===== src/rtl/rotseq_pkg.sv =====
// -----------------------------------------------------------------------------
// rotseq_pkg
// Shared definitions for the rotate sequencer and its barrel shifter.
//   - Data and rotate-amount widths
//   - Beat count of a sweep operation and the index of its final beat
//   - Operation mode encodings (single beat / four-beat sweep)
//   - Sequencer state encoding
// -----------------------------------------------------------------------------
package rotseq_pkg;

    localparam int DATA_W      = 4;
    localparam int AMT_W       = 2;
    localparam int BEATS_SWEEP = 4;

    // Beat counter width and the index that marks the final sweep beat.
    localparam int              BEAT_W    = 2;
    localparam logic [BEAT_W-1:0] LAST_BEAT = BEAT_W'(BEATS_SWEEP - 1);

    localparam logic MODE_SINGLE = 1'b0;
    localparam logic MODE_SWEEP  = 1'b1;

    // Two-state sequencer: waiting for a word, or emitting its beats.
    typedef enum logic [0:0] {
        IDLE = 1'b0,
        EMIT = 1'b1
    } state_e;

endpackage : rotseq_pkg


===== src/rtl/rotate_sequencer_barrel_shifter.sv =====
// -----------------------------------------------------------------------------
// barrel_shifter
// Combinational rotate-right of a DATA_W-bit word by s positions.
//   s  in  AMT_W   rotate-right amount
//   w  in  DATA_W  word to rotate
//   y  out DATA_W  rotated word, e.g. s=1 -> {w[0], w[3], w[2], w[1]}
// -----------------------------------------------------------------------------
module barrel_shifter
    import rotseq_pkg::*;
(
    input  logic [AMT_W-1:0]  s,
    input  logic [DATA_W-1:0] w,
    output logic [DATA_W-1:0] y
);

    // Concatenating the word with itself turns the rotate into a plain
    // window select: output bit i is bit (i + s) of the doubled word.
    logic [2*DATA_W-1:0] w_dbl;

    assign w_dbl = {w, w};

    generate
        for (genvar gi = 0; gi < DATA_W; gi++) begin : g_bit
            logic [AMT_W:0] idx;

            assign idx   = (AMT_W + 1)'(gi) + {1'b0, s};
            assign y[gi] = w_dbl[idx];
        end
    endgenerate

endmodule : barrel_shifter


===== src/rtl/rotate_sequencer.sv =====
// -----------------------------------------------------------------------------
// rotate_sequencer
// Valid/ready front-end and registered back-end around the barrel rotator.
// A single op emits one rotated beat; a sweep op emits the word rotated by
// amt, amt+1, amt+2, amt+3 (mod 4) as four beats. Results are held stable
// under backpressure, and a new op can be accepted in the cycle the final
// beat of the previous one leaves, giving one beat per cycle.
//
// Parameters
//   CNT_W     width of the completed-operation counter (wraps silently)
//   SWEEP_EN  1 = in_mode honoured, 0 = every op treated as single
//
// Ports
//   clk        clock, all state on the rising edge
//   rst_n      synchronous active-low reset
//   in_valid   input word/amount valid
//   in_ready   block can accept input this cycle
//   in_data    word to rotate
//   in_amt     rotate-right amount
//   in_mode    0 = single beat, 1 = sweep
//   out_valid  rotated result valid
//   out_ready  consumer accepts result this cycle
//   out_data   rotated word
//   out_amt    amount applied to out_data
//   out_last   final beat of the current operation
//   busy       operation in progress
//   ops_cnt    number of completed operations
// -----------------------------------------------------------------------------
module rotate_sequencer
    import rotseq_pkg::*;
#(
    parameter int CNT_W    = 8,
    parameter int SWEEP_EN = 1
) (
    input  logic              clk,
    input  logic              rst_n,

    input  logic              in_valid,
    output logic              in_ready,
    input  logic [DATA_W-1:0] in_data,
    input  logic [AMT_W-1:0]  in_amt,
    input  logic              in_mode,

    output logic              out_valid,
    input  logic              out_ready,
    output logic [DATA_W-1:0] out_data,
    output logic [AMT_W-1:0]  out_amt,
    output logic              out_last,

    output logic              busy,
    output logic [CNT_W-1:0]  ops_cnt
);

    // -------------------------------------------------------------------------
    // State
    // -------------------------------------------------------------------------
    state_e              state_q,     state_d;
    logic [DATA_W-1:0]   word_q,      word_d;
    logic [AMT_W-1:0]    amt_q,       amt_d;
    logic                mode_q,      mode_d;
    logic [BEAT_W-1:0]   beat_q,      beat_d;
    logic                out_valid_q, out_valid_d;
    logic [DATA_W-1:0]   out_data_q,  out_data_d;
    logic [AMT_W-1:0]    out_amt_q,   out_amt_d;
    logic                out_last_q,  out_last_d;
    logic [CNT_W-1:0]    ops_cnt_q,   ops_cnt_d;

    // -------------------------------------------------------------------------
    // Handshake decode
    // -------------------------------------------------------------------------
    logic                accept;
    logic                out_xfer;
    logic                final_xfer;
    logic                in_mode_eff;
    logic [AMT_W-1:0]    amt_next;
    logic [BEAT_W-1:0]   beat_next;

    assign out_xfer   = out_valid_q && out_ready;
    assign final_xfer = out_xfer && out_last_q;

    // Ready in IDLE, or when the final beat is leaving this very cycle so the
    // next op can follow with no bubble. Held low during reset; never looks
    // at in_valid.
    assign in_ready = rst_n && ((state_q == IDLE) || final_xfer);
    assign accept   = in_valid && in_ready;

    // With sweeps disabled the mode input is ignored entirely.
    assign in_mode_eff = (SWEEP_EN != 0) ? in_mode : MODE_SINGLE;

    assign amt_next  = amt_q + AMT_W'(1);
    assign beat_next = beat_q + BEAT_W'(1);

    // -------------------------------------------------------------------------
    // Rotator: fed by the incoming word on an accept (first beat is loaded on
    // the accept edge), otherwise by the latched word at the next amount.
    // Kept separate from the FSM block so there is no combinational path
    // from the shifter output back into its own inputs' process.
    // -------------------------------------------------------------------------
    logic [AMT_W-1:0]  sh_s;
    logic [DATA_W-1:0] sh_w;
    logic [DATA_W-1:0] sh_y;

    always_comb begin
        sh_s = amt_next;
        sh_w = word_q;
        if (accept) begin
            sh_s = in_amt;
            sh_w = in_data;
        end
    end

    barrel_shifter u_barrel_shifter (
        .s (sh_s),
        .w (sh_w),
        .y (sh_y)
    );

    // -------------------------------------------------------------------------
    // Next-state logic
    // -------------------------------------------------------------------------
    always_comb begin
        state_d     = state_q;
        word_d      = word_q;
        amt_d       = amt_q;
        mode_d      = mode_q;
        beat_d      = beat_q;
        out_valid_d = out_valid_q;
        out_data_d  = out_data_q;
        out_amt_d   = out_amt_q;
        out_last_d  = out_last_q;
        ops_cnt_d   = ops_cnt_q;

        // Beat leaving the output register.
        if (out_xfer) begin
            if (out_last_q) begin
                // Operation complete.
                ops_cnt_d   = ops_cnt_q + CNT_W'(1);
                state_d     = IDLE;
                out_valid_d = 1'b0;
                out_last_d  = 1'b0;
            end else begin
                // Next sweep beat: amount advances mod 4 (3 wraps to 0).
                amt_d       = amt_next;
                beat_d      = beat_next;
                out_data_d  = sh_y;
                out_amt_d   = amt_next;
                out_last_d  = (mode_q == MODE_SINGLE) || (beat_next == LAST_BEAT);
            end
        end

        // New operation. Only possible in IDLE or alongside a final transfer,
        // so it cleanly overrides the completion path above.
        if (accept) begin
            state_d     = EMIT;
            word_d      = in_data;
            amt_d       = in_amt;
            mode_d      = in_mode_eff;
            beat_d      = '0;
            out_valid_d = 1'b1;
            out_data_d  = sh_y;
            out_amt_d   = in_amt;
            out_last_d  = (in_mode_eff == MODE_SINGLE);
        end
    end

    // -------------------------------------------------------------------------
    // Registers. Reset wins over any handshake in the same cycle and drops
    // any beats still pending.
    // -------------------------------------------------------------------------
    always_ff @(posedge clk) begin
        if (!rst_n) begin
            state_q     <= IDLE;
            word_q      <= '0;
            amt_q       <= '0;
            mode_q      <= MODE_SINGLE;
            beat_q      <= '0;
            out_valid_q <= 1'b0;
            out_data_q  <= '0;
            out_amt_q   <= '0;
            out_last_q  <= 1'b0;
            ops_cnt_q   <= '0;
        end else begin
            state_q     <= state_d;
            word_q      <= word_d;
            amt_q       <= amt_d;
            mode_q      <= mode_d;
            beat_q      <= beat_d;
            out_valid_q <= out_valid_d;
            out_data_q  <= out_data_d;
            out_amt_q   <= out_amt_d;
            out_last_q  <= out_last_d;
            ops_cnt_q   <= ops_cnt_d;
        end
    end

    // -------------------------------------------------------------------------
    // Outputs
    // -------------------------------------------------------------------------
    assign out_valid = out_valid_q;
    assign out_data  = out_data_q;
    assign out_amt   = out_amt_q;
    assign out_last  = out_last_q;
    assign busy      = (state_q != IDLE);
    assign ops_cnt   = ops_cnt_q;

endmodule : rotate_sequencer


===== config.mk =====
export PLATFORM = sky130hd
export DESIGN_NAME = rotate_sequencer
export DESIGN_NICKNAME = d
export VERILOG_FILES = /design/src/rtl/rotseq_pkg.sv /design/src/rtl/rotate_sequencer_barrel_shifter.sv /design/src/rtl/rotate_sequencer.sv
export SDC_FILE = /design/constraint.sdc
export NUM_CORES = 1
export LEC_CHECK = 0
export CORE_ASPECT_RATIO = 1.25
export CORE_MARGIN = 1
export CORE_UTILIZATION = 47
export CTS_BUF_LIST = sky130_fd_sc_hd__clkbuf_16
export CTS_CLUSTER_SIZE = 30
export DETAILED_ROUTE_END_ITERATION = 10
export GPL_ROUTABILITY_DRIVEN = 0
export PLACE_DENSITY = 0.79
export SLEW_MARGIN = 20
export SYNTH_ARGS = -nofsm -noshare
export SYNTH_HDL_FRONTEND = slang
export SYNTH_HIERARCHICAL = 1
export SYNTH_SLANG_ARGS = --single-unit

===== constraint.sdc =====
create_clock -name clk -period 2.6 [get_ports clk]
set_input_delay 0.65 -clock clk [delete_from_list [all_inputs] [get_ports clk]]
set_output_delay 0.65 -clock clk [all_outputs]
set_load 0.01 [all_outputs]

Word level (Yosys, flattened, before mapping)
Index checks and enable logic that the tools add are counted.
Widths: inputs -> output; s select.
{ "op_classes": {"n_lt_le_gt_ge": 4, "n_addsub": 6, "n_eq_ne": 2, "n_reduce_logical": 13, "muxes": 22, "bitwise": 5} }
{ "op_table": {"columns": ["operator", "count"], "rows": [
  ["$mux 4", 4],
  ["$lt 3x4->1 const B", 3],
  ["$mux 1", 10],
  ["$bmux 1 s3", 3],
  ["$add 8x1->8 const B", 1],
  ["$mux 2", 4],
  ["$reduce_and 2->1", 4],
  ["$add 2x2->3 const A", 2],
  ["$not 1->1", 5],
  ["$add 2x1->2 const B", 2],
  ["$logic_and 1x1->1", 4],
  ["$lt 2x4->1 const B", 1],
  ["$reduce_bool 2->1", 2],
  ["$add 1x2->3 const A", 1],
  ["$bmux 1 s2", 1],
  ["$eq 2x2->1 const B", 1],
  ["$logic_or 1x1->1", 2],
  ["$ne 2x1->1 const B", 1],
  ["$reduce_or 2->1", 1]
]} }
{ "word_totals": {"output_inout_bits": 18, "regBits": 23} }

Logic depth before layout (Yosys ltp)
Gate-level depths: netlist of the first run.
{ "logic_depth": {"ltp_word": 12, "ltp_mapped": 9} }

Hierarchy
The synthesis of the first run kept the hierarchy.
{ "modules_own_cells": {"columns": ["mod", "cells_each", "n_inst", "seq_area_each_um2", "area_each_um2"], "rows": [
  ["rotate_sequencer", 109, 1, 460.4, 1021.0],
  ["barrel_shifter", 5, 1, 0.0, 117.6]
]} }

Worst setup path after synthesis of the first run
No wires, ideal clock.
{ "synth_path": {"path_type": "input to register", "startpoint": "input port out_ready", "endpoint": "register out_data_q[1], in the netlist out_data[1]", "cell_stages": 7, "t_arrival_ns": 2.278, "n_path_buf": 1, "path_slack_ns": 0.194, "cell_sequence": "a21boi_4 > nor2_2 > buf_6 > o21ai_0 > mux4_1 > mux2i_1 > nor2_1"} }
{ "synth_via": {"elab_chain_cells": 12, "word_cells_on_any_way": 16, "cone_classes": "1 x add/sub; 1 x eq/ne; 7 x mux; 7 x reduce/logical"} }
{ "synth_lines": {"columns": ["element", "line_no", "text"], "rows": [
  ["start, declared", "rotate_sequencer.sv:45", "input logic out_ready,"],
  ["$logic_and 1x1->1 *", "rotate_sequencer.sv:78", "assign out_xfer = out_valid_q && out_ready;"],
  ["$logic_and 1x1->1 *", "rotate_sequencer.sv:79", "assign final_xfer = out_xfer && out_last_q;"],
  ["$logic_or 1x1->1 *", "rotate_sequencer.sv:84", "assign in_ready = rst_n && ((state_q == IDLE) || final_xfer);"],
  ["$logic_and 1x1->1 *", "rotate_sequencer.sv:84", null],
  ["$logic_and 1x1->1 *", "rotate_sequencer.sv:85", "assign accept = in_valid && in_ready;"],
  ["$mux 2", "rotate_sequencer.sv:106", "if (accept) begin"],
  ["$add 1x2->3", "rotate_sequencer_barrel_shifter.sv:26", "assign idx = (AMT_W + 1)'(gi) + {1'b0, s};"],
  ["$bmux 1 s3", "rotate_sequencer_barrel_shifter.sv:27", "assign y[gi] = w_dbl[idx];"],
  ["$mux 1 (implied by the code)", "rotate_sequencer_barrel_shifter.sv:27", null],
  ["$mux 4", "rotate_sequencer.sv:135", "if (out_last_q) begin"],
  ["$mux 4", "rotate_sequencer.sv:134", "if (out_xfer) begin"],
  ["$mux 4 *", "rotate_sequencer.sv:153", "if (accept) begin"],
  ["net out_data_d[1]", "rotate_sequencer.sv:63", "logic [DATA_W-1:0] out_data_q, out_data_d;"],
  ["end signal, assigned", "rotate_sequencer.sv:189", "out_data_q <= out_data_d;"],
  ["end, declared", "rotate_sequencer.sv:63", null]
]} }
The timed path passes the listed nets; every way through them passes the cells marked *. The select of a mux whose other input is x is not followed.
A chain may end at the register's enable or synchronous reset.

Final worst setup path of the first run
{ "layout_path": {"startpoint": "input port rst_n", "endpoint": "register out_data_q[3], in the netlist out_data[3]"} }
{ "layout_via": {"word_cells_on_any_way": 13, "cone_classes": "1 x add/sub; 1 x eq/ne; 7 x mux; 4 x reduce/logical"} }
{ "layout_lines": {"columns": ["element", "line_no", "text"], "rows": [
  ["start, declared", "rotate_sequencer.sv:36", "input logic rst_n,"],
  ["$logic_and 1x1->1 *", "rotate_sequencer.sv:84", null],
  ["$logic_and 1x1->1 *", "rotate_sequencer.sv:85", null],
  ["$mux 4 *", "rotate_sequencer.sv:106", null],
  ["net sh_w[2]", "rotate_sequencer.sv:100", "logic [DATA_W-1:0] sh_w;"],
  ["$bmux 1 s3 *", "rotate_sequencer_barrel_shifter.sv:27", null],
  ["$mux 1 (implied by the code) *", "rotate_sequencer_barrel_shifter.sv:27", null],
  ["$mux 4", "rotate_sequencer.sv:135", null],
  ["$mux 4", "rotate_sequencer.sv:134", null],
  ["$mux 4 *", "rotate_sequencer.sv:153", null],
  ["net out_data_d[3]", "rotate_sequencer.sv:63", null]
]} }
Marks and branches as above.

==> results of run 1 <==
-- sequential cells by signal, indices dropped and copies added (netlist names) --
name and cells:
mode_q 1, ops_cnt 8, out_amt 2, out_valid 1
word_q 4, out_last 1, beat_q 2, out_data 4
-- layout by cell type (no fill, tap or decap), types with 5 or more instances in the layout --
cell type	count
nand2_1	9
xor2_1	5
mux2i_1	6
buf_4	9
nor2_1	17
dfxtp_1	23
clkdlybuf4s50_1	26
-- worst paths after layout --
check / start / to / depth (start not counted)
setup / recovery: rst_n / out_data[3] / 8
hold / removal: mode_q / mode_q / 2
setup reg to reg: out_valid / out_data[3] / 10
hold reg to reg: mode_q / mode_q / 2
-- logic make-up (layout without fill, tap and decap cells) --
family,count (synthesis),count (layout),share of synthesized area [%]
and+or+nand+nor,45,45,19.45
DFF,23,23,40.44
muxes,14,14,18.46
AOI/OAI and AO/OA,13,13,7.913
xor gates and xnor gates,9,9,6.923
buffers and inverters,7,44,3.517
adders and majority gates,3,3,3.297
-- final cells by class --
type | count | area (um2)
multi-input combinational | 84 | 643.1
fill | 183 | 635.6
sequential | 23 | 460.4
timing repair buffer | 38 | 369.1
clock buffer | 3 | 75.07
tap | 31 | 38.79
inverter | 2 | 7.507
clock inverter | 1 | 5.005
-- routing by layer --
metal | GRT usage (%) | share of wire [%] | up-vias
met5 | 0 | 0 | -
met4 | 10.50 | 2.2 | 0
met3 | 4.430 | 4.6 | 7
met2 | 36.82 | 54 | 31
met1 | 22.78 | 39 | 460
li1 | - | - | 475
-- stage by stage --
| stage | area, um2 | worst slack, ps | TNS, ps | total power [mW] | std cells |
|---|---|---|---|---|---|
| after floorplan | 1139 | 194.5 | 0 | 0.4970 | 114 |
| after global placement | 1513 | -137.7 | -575.4 | 0.5702 | 178 |
| after detailed placement | 1513 | -206.4 | -871.4 | 0.5776 | 178 |
| after CTS | 1592 | 58.15 | 0 | 0.9074 | 182 |
| after global routing | 1599 | 50.54 | 0 | 0.9455 | 182 |
| final | 1599 | 151.4 | 0 | 0.8985 | 182 |
-- cell usage after synthesis (all sizes together) (3+ instances only) --
cell type  instances  area [um2]
o21ai              4       20.02
nand2              9       33.78
and2               4       25.02
dfxtp             23       460.4
a21oi              3       15.01
mux2               4       45.04
nand4              3       18.77
mux2i              6       60.06
xor2               5       43.79
buf                4       28.78
xnor2              4       35.03
mux4               4       105.1
ha                 3       37.54
and3               3       18.77
nor2b              3       18.77
nor2              18       70.07
-- critical path, delay by kind of cell --
family                 cells  cell delay, ps
muxes                      3            1040
buffers and inverters      2             620
and+or+nand+nor            3             280
-- what timing repair did --
| action | CTS | global route |
|---|---|---|
| setup endpoints to repair | 1 | 2 |
| gates resized for setup | 1 | 2 |
| pin swaps | 0 | 1 |
-- power groups by stage --
stage               combinational [mW]  clock [mW]  sequential, mW
floorplan                        0.101           0           0.396
global placement                 0.177           0           0.393
finish                           0.185       0.327           0.387
CTS                              0.184       0.336           0.387
global route                     0.201       0.354           0.390
detailed placement               0.183           0           0.395
==> impl_metrics.py, run 1 <==
metrics = {
    "cells_and_area": {
        "antenna_cells": 0,
        "final_nets": 166,
        "layout-drive-gt1-share_pct": 13.25,
        "area_delta_synth_final_pct": 40.44,
        "final_util_pct": 71.56,
    },
    "drt": {
        "viasPerCell": 5.346,
        "wl_mm": 2.359,
        "routedWlPerCell_um": 12.96,
        "drt_first_iter_violations": 15,
        "route.vias.total": 973,
        "drc": 0,
        "first_pass_iters": 4,
        "antenna_left": 0,
    },
    "clock_network": {
        "tritoncts": "done",
        "ctsHoldBuffers": 0,
        "cts_root_buf": "clkbuf_16",
        "cts.sinks": 23,
        "cts_setup_buffers": 0,
        "cts-htree-levels": 1,
        "cts_buffers": 3,
        "cts_max_path_buffers": 2,
        "clk_pin_slew_ps": 60,
        "clk_latency_ps": 250,
    },
    "timing": {
        "rsz0062_at_grt": "no",
        "post-route-min-period_ps": 2449,
        "holdWs_ps": 498.3,
        "fin_crit_sh_pct": 94.18,
        "clock.fmax_mhz": 408.4,
        "skew_ps": 1.119,
        "hold_violations": 0,
        "slew_headroom_pct": 68.01,
        "finalSetupViolCount": 0,
        "slew_violations": 0,
        "tightest_slew_ps": 474.9,
    },
    "yosys": {
        "async_flop_share_pct": 0,
        "avgSynthCellArea_um2": 9.988,
        "synth-seq-cells": 23,
        "yosysSeqAreaShare_pct": 40.44,
        "synth_cell_types": 32,
        "yosys_warnings": 6,
        "synth_area_um2": 1139,
        "synthFlopType": "dfxtp_1",
        "synthesis.nets": 128,
        "synth-edff-count": 0,
        "syn_inst": 114,
    },
    "power": {
        "seq_power_share_pct": 43.1,
        "switching_share_pct": 23.68,
        "internal-power_uw": 685.8,
        "pwr-share-comb_pct": 20.6,
        "power_density_nw_per_um2": 561.9,
        "ir_drop_mv": 0.4494,
        "p_switching_uw": 212.7,
        "p_clk_share_pct": 36.4,
        "p_leak_nw": 0.6619,
    },
    "die": {
        "core-area_um2": 2235,
        "die_x_um": 46.03,
        "die_h_um": 57.03,
        "start_util_pct": 50.95,
        "die-area_um2": 2625,
        "rows": 19,
        "io_pins": 29,
    },
    "grt": {
        "grt_max_degree": 16,
        "antenna_found_initial": 0,
        "grt-ovfl-total": 0,
        "grt_pass1_vias": 984,
        "track_usage_pct": 21.04,
        "grt_pass1_wl_mm": 4.098,
    },
    "place": {
        "dp_hpwl_mm": 1.760,
        "io_buffer_count": 28,
    },
    "run_status": {
        "outcome": "finished, final reports clean",
    },
    "critical_path": {
        "cp_cell_sequence": "clkdlybuf4s50_1, nand2_1, nor2_4, buf_12, mux2_2, mux4_1, mux2i_1, nor2_1",
        "timing_worst_setup_path_type": "in -> reg",
        "rrSetupSlack_ps": 490,
        "start_kind": "input port",
        "critPathArrivalTime_ps": 2590,
        "critPathCaptureType": "register",
        "cpMaxStageDelayCell": "mux4_1",
        "cp_max_fo": 12,
        "cp_slowest_stage_delay_ps": 520,
        "critPathRequiredTime_ps": 2740,
    },
    "min_path": {
        "hold_path.class": "reg -> reg",
    },
    "flow_run": {
        "drv_cap": 0,
    },
}
No activity file was read; power rests on OpenSTA's default activity.
==> inputs of run 2 (changes only) <==
CTS_BUF_LIST = default   (was sky130_fd_sc_hd__clkbuf_16)
==> run 2 against run 1 <==
Effect of this change:
- final cell count is the same
- maximum frequency decreased by 0.12%
- sequential share of layout area rose by 1.1 points
- power decreased by 19%
- sequential power barely moved
- via count shrank 3.6%
- largest power group unchanged
==> impl_metrics.py, run 2 (synthesized netlist as in run 1, its figures left out) <==
metrics = {
    "clock_network": {
        "clk_latency_ps": 300,
        "clk_pin_slew_ps": 130,
        "cts.sinks": 23,
        "cts_buffers": 3,
        "cts_max_path_buffers": 2,
        "cts-htree-levels": 1,
        "cts_root_buf": "clkbuf_4",
        "tritoncts": "done",
    },
    "critical_path": {
        "critPathCaptureType": "register",
        "rrSetupSlack_ps": 480,
        "cp_max_fo": 12,
        "cp_cell_sequence": "clkdlybuf4s50_1, a21boi_4, nor2_2, buf_12, mux2_2, mux4_1, mux2i_1, nor2_1",
        "timing.rr.end": "out_data[3]",
        "timing_worst_setup_path_type": "in -> reg",
        "worstRegToRegCells": 10,
        "cp_slowest_stage_delay_ps": 530,
        "cpMaxStageDelayCell": "clkdlybuf4s50_1",
        "critPathArrivalTime_ps": 2660,
        "path_buf_inv": 2,
        "critPathRequiredTime_ps": 2810,
        "critical-path-top-delay-family": "multiplexers",
        "r2r-start": "out_valid",
        "start_kind": "input port",
    },
    "grt": {
        "grt_max_degree": 16,
        "grt_pass1_vias": 948,
        "grt_pass1_wl_mm": 3.960,
        "antenna_found_initial": 0,
        "grt-ovfl-total": 0,
        "track_usage_pct": 19.87,
    },
    "timing": {
        "skew_ps": 7.140,
        "slew_violations": 0,
        "holdWs_ps": 495.8,
        "rsz0062_at_grt": "no",
        "tightest_slew_ps": 338.2,
        "post-route-min-period_ps": 2452,
        "fin_crit_sh_pct": 94.29,
        "fin_ws_ps": 148.4,
        "finalSetupTns_ps": 0,
        "clock.fmax_mhz": 407.9,
        "hold_violations": 0,
        "slew_headroom_pct": 77.22,
        "finalSetupViolCount": 0,
    },
    "cells_and_area": {
        "antenna_cells": 0,
        "final-seq-area_um2": 460.4,
        "final_nets": 166,
        "layout-drive-gt1-share_pct": 13.25,
        "largest_reg_flops": 8,
        "multi_input_area_um2": 638.1,
        "layout_common_cells": "clkdlybuf4s50_1 (27), dfxtp_1 (23), nor2_1 (17)",
        "final_cells": 182,
        "nFillCells": 199,
        "area_delta_synth_final_pct": 35.17,
        "layout.cells.most_common": "clkdlybuf4s50_1",
    },
    "drt": {
        "routedWlPerCell_um": 12.35,
        "drt_first_iter_violations": 14,
        "antenna_left": 0,
        "first_pass_iters": 4,
        "route.vias.total": 938,
        "drc": 0,
        "viasPerCell": 5.154,
        "wl_mm": 2.248,
    },
    "die": {
        "core-area_um2": 2235,
        "io_pins": 29,
        "die_x_um": 46.03,
        "start_util_pct": 50.95,
        "die_h_um": 57.03,
        "die-area_um2": 2625,
        "rows": 19,
    },
    "flow_run": {
        "drv_cap": 0,
    },
    "place": {
        "io_buffer_count": 28,
        "dp_slack_ps": -206.4,
        "dp_hpwl_mm": 1.760,
        "post-place-cells": 178,
    },
    "power": {
        "ir_drop_mv": 0.4186,
        "p_leak_nw": 0.6290,
        "power_density_nw_per_um2": 475.3,
        "total_power_uw": 731.5,
    },
    "run_status": {
        "outcome": "finished, final reports clean",
    },
    "min_path": {
        "min_path_cells": 2,
        "hold_path.class": "reg -> reg",
        "hold_path_end": "mode_q",
        "hp-start": "mode_q",
    },
}
==> run 2: cell types whose count changed in the layout (fill, tap and decap cells not counted), sizes merged <==
cell and change:
clkdlybuf4s50 +1, dlymetal6s2s -1
==> run 2: through the flow <==
| step | util [%] | area, um2 |
|---|---|---|
| after floorplan | - | 1139 |
| after global placement | 67.69 | 1513 |
| after detailed placement | 67.69 | 1513 |
| after CTS | 68.87 | 1539 |
| after global routing | 68.87 | 1539 |
| final | 68.87 | 1539 |
==> run 2: area by class of cell <==
type | count | area share, %
Inverter | 2 | 0.4878
Clock buffer | 3 | 1.463
Sequential cell | 23 | 29.92
Timing Repair Buffer | 38 | 23.82
Multi-Input combinational cell | 84 | 41.46
Tap cell | 31 | 2.520
Clock inverter | 1 | 0.3252
==> run 2: where the power goes <==
| part | total, mW | internal [mW] | switching (mW) |
|---|---|---|---|
| clock | 0.163 | 0.0573 | 0.106 |
| sequential | 0.387 | 0.371 | 0.0160 |
| combinational | 0.181 | 0.108 | 0.0736 |
| total | 0.731 | 0.536 | 0.196 |
==> run 2: what timing repair did <==
item / in CTS / in global routing
setup buffers: 0 / 0
gates resized for setup: 1 / 0
endpoints found under the setup margin: 1 / 0
hold buffers: 0 / 0
==> run 2: how the worst max path moves through the flow <==
stage / from / depth (start not counted) / end / slack (ps)
3_3_place_gp: out_ready / 8 / out_data[2] / -140
3_5_place_dp: out_ready / 8 / out_data[3] / -210
4_1_cts: out_ready / 8 / out_data[3] / 130
5_1_grt: out_ready / 10 / out_data[3] / 50
6_report: out_ready / 8 / out_data[3] / 150
2_1_floorplan: out_ready / 7 / out_data[1] / 190
==> run 2: worst min-delay path: stages (launching register included) <==
cell and delay [ps]:
dfxtp_1 330, o21ai_0 70, a21oi_1 60
==> run 2: per-layer routing <==
metal	up-vias	wire (um)	GRT usage (%)
li1	473	-	-
met1	443	971	22.47
met2	20	1198	35.61
met3	2	64	3.481
met4	0	14	7.143
met5	-	0	0
==> inputs of run 3 (changes only) <==
ABC_CLOCK_PERIOD_IN_PS = 2600   (was default)
==> results of run 3 <==
Final layout, timing and power as in run 2 (identical DEF).
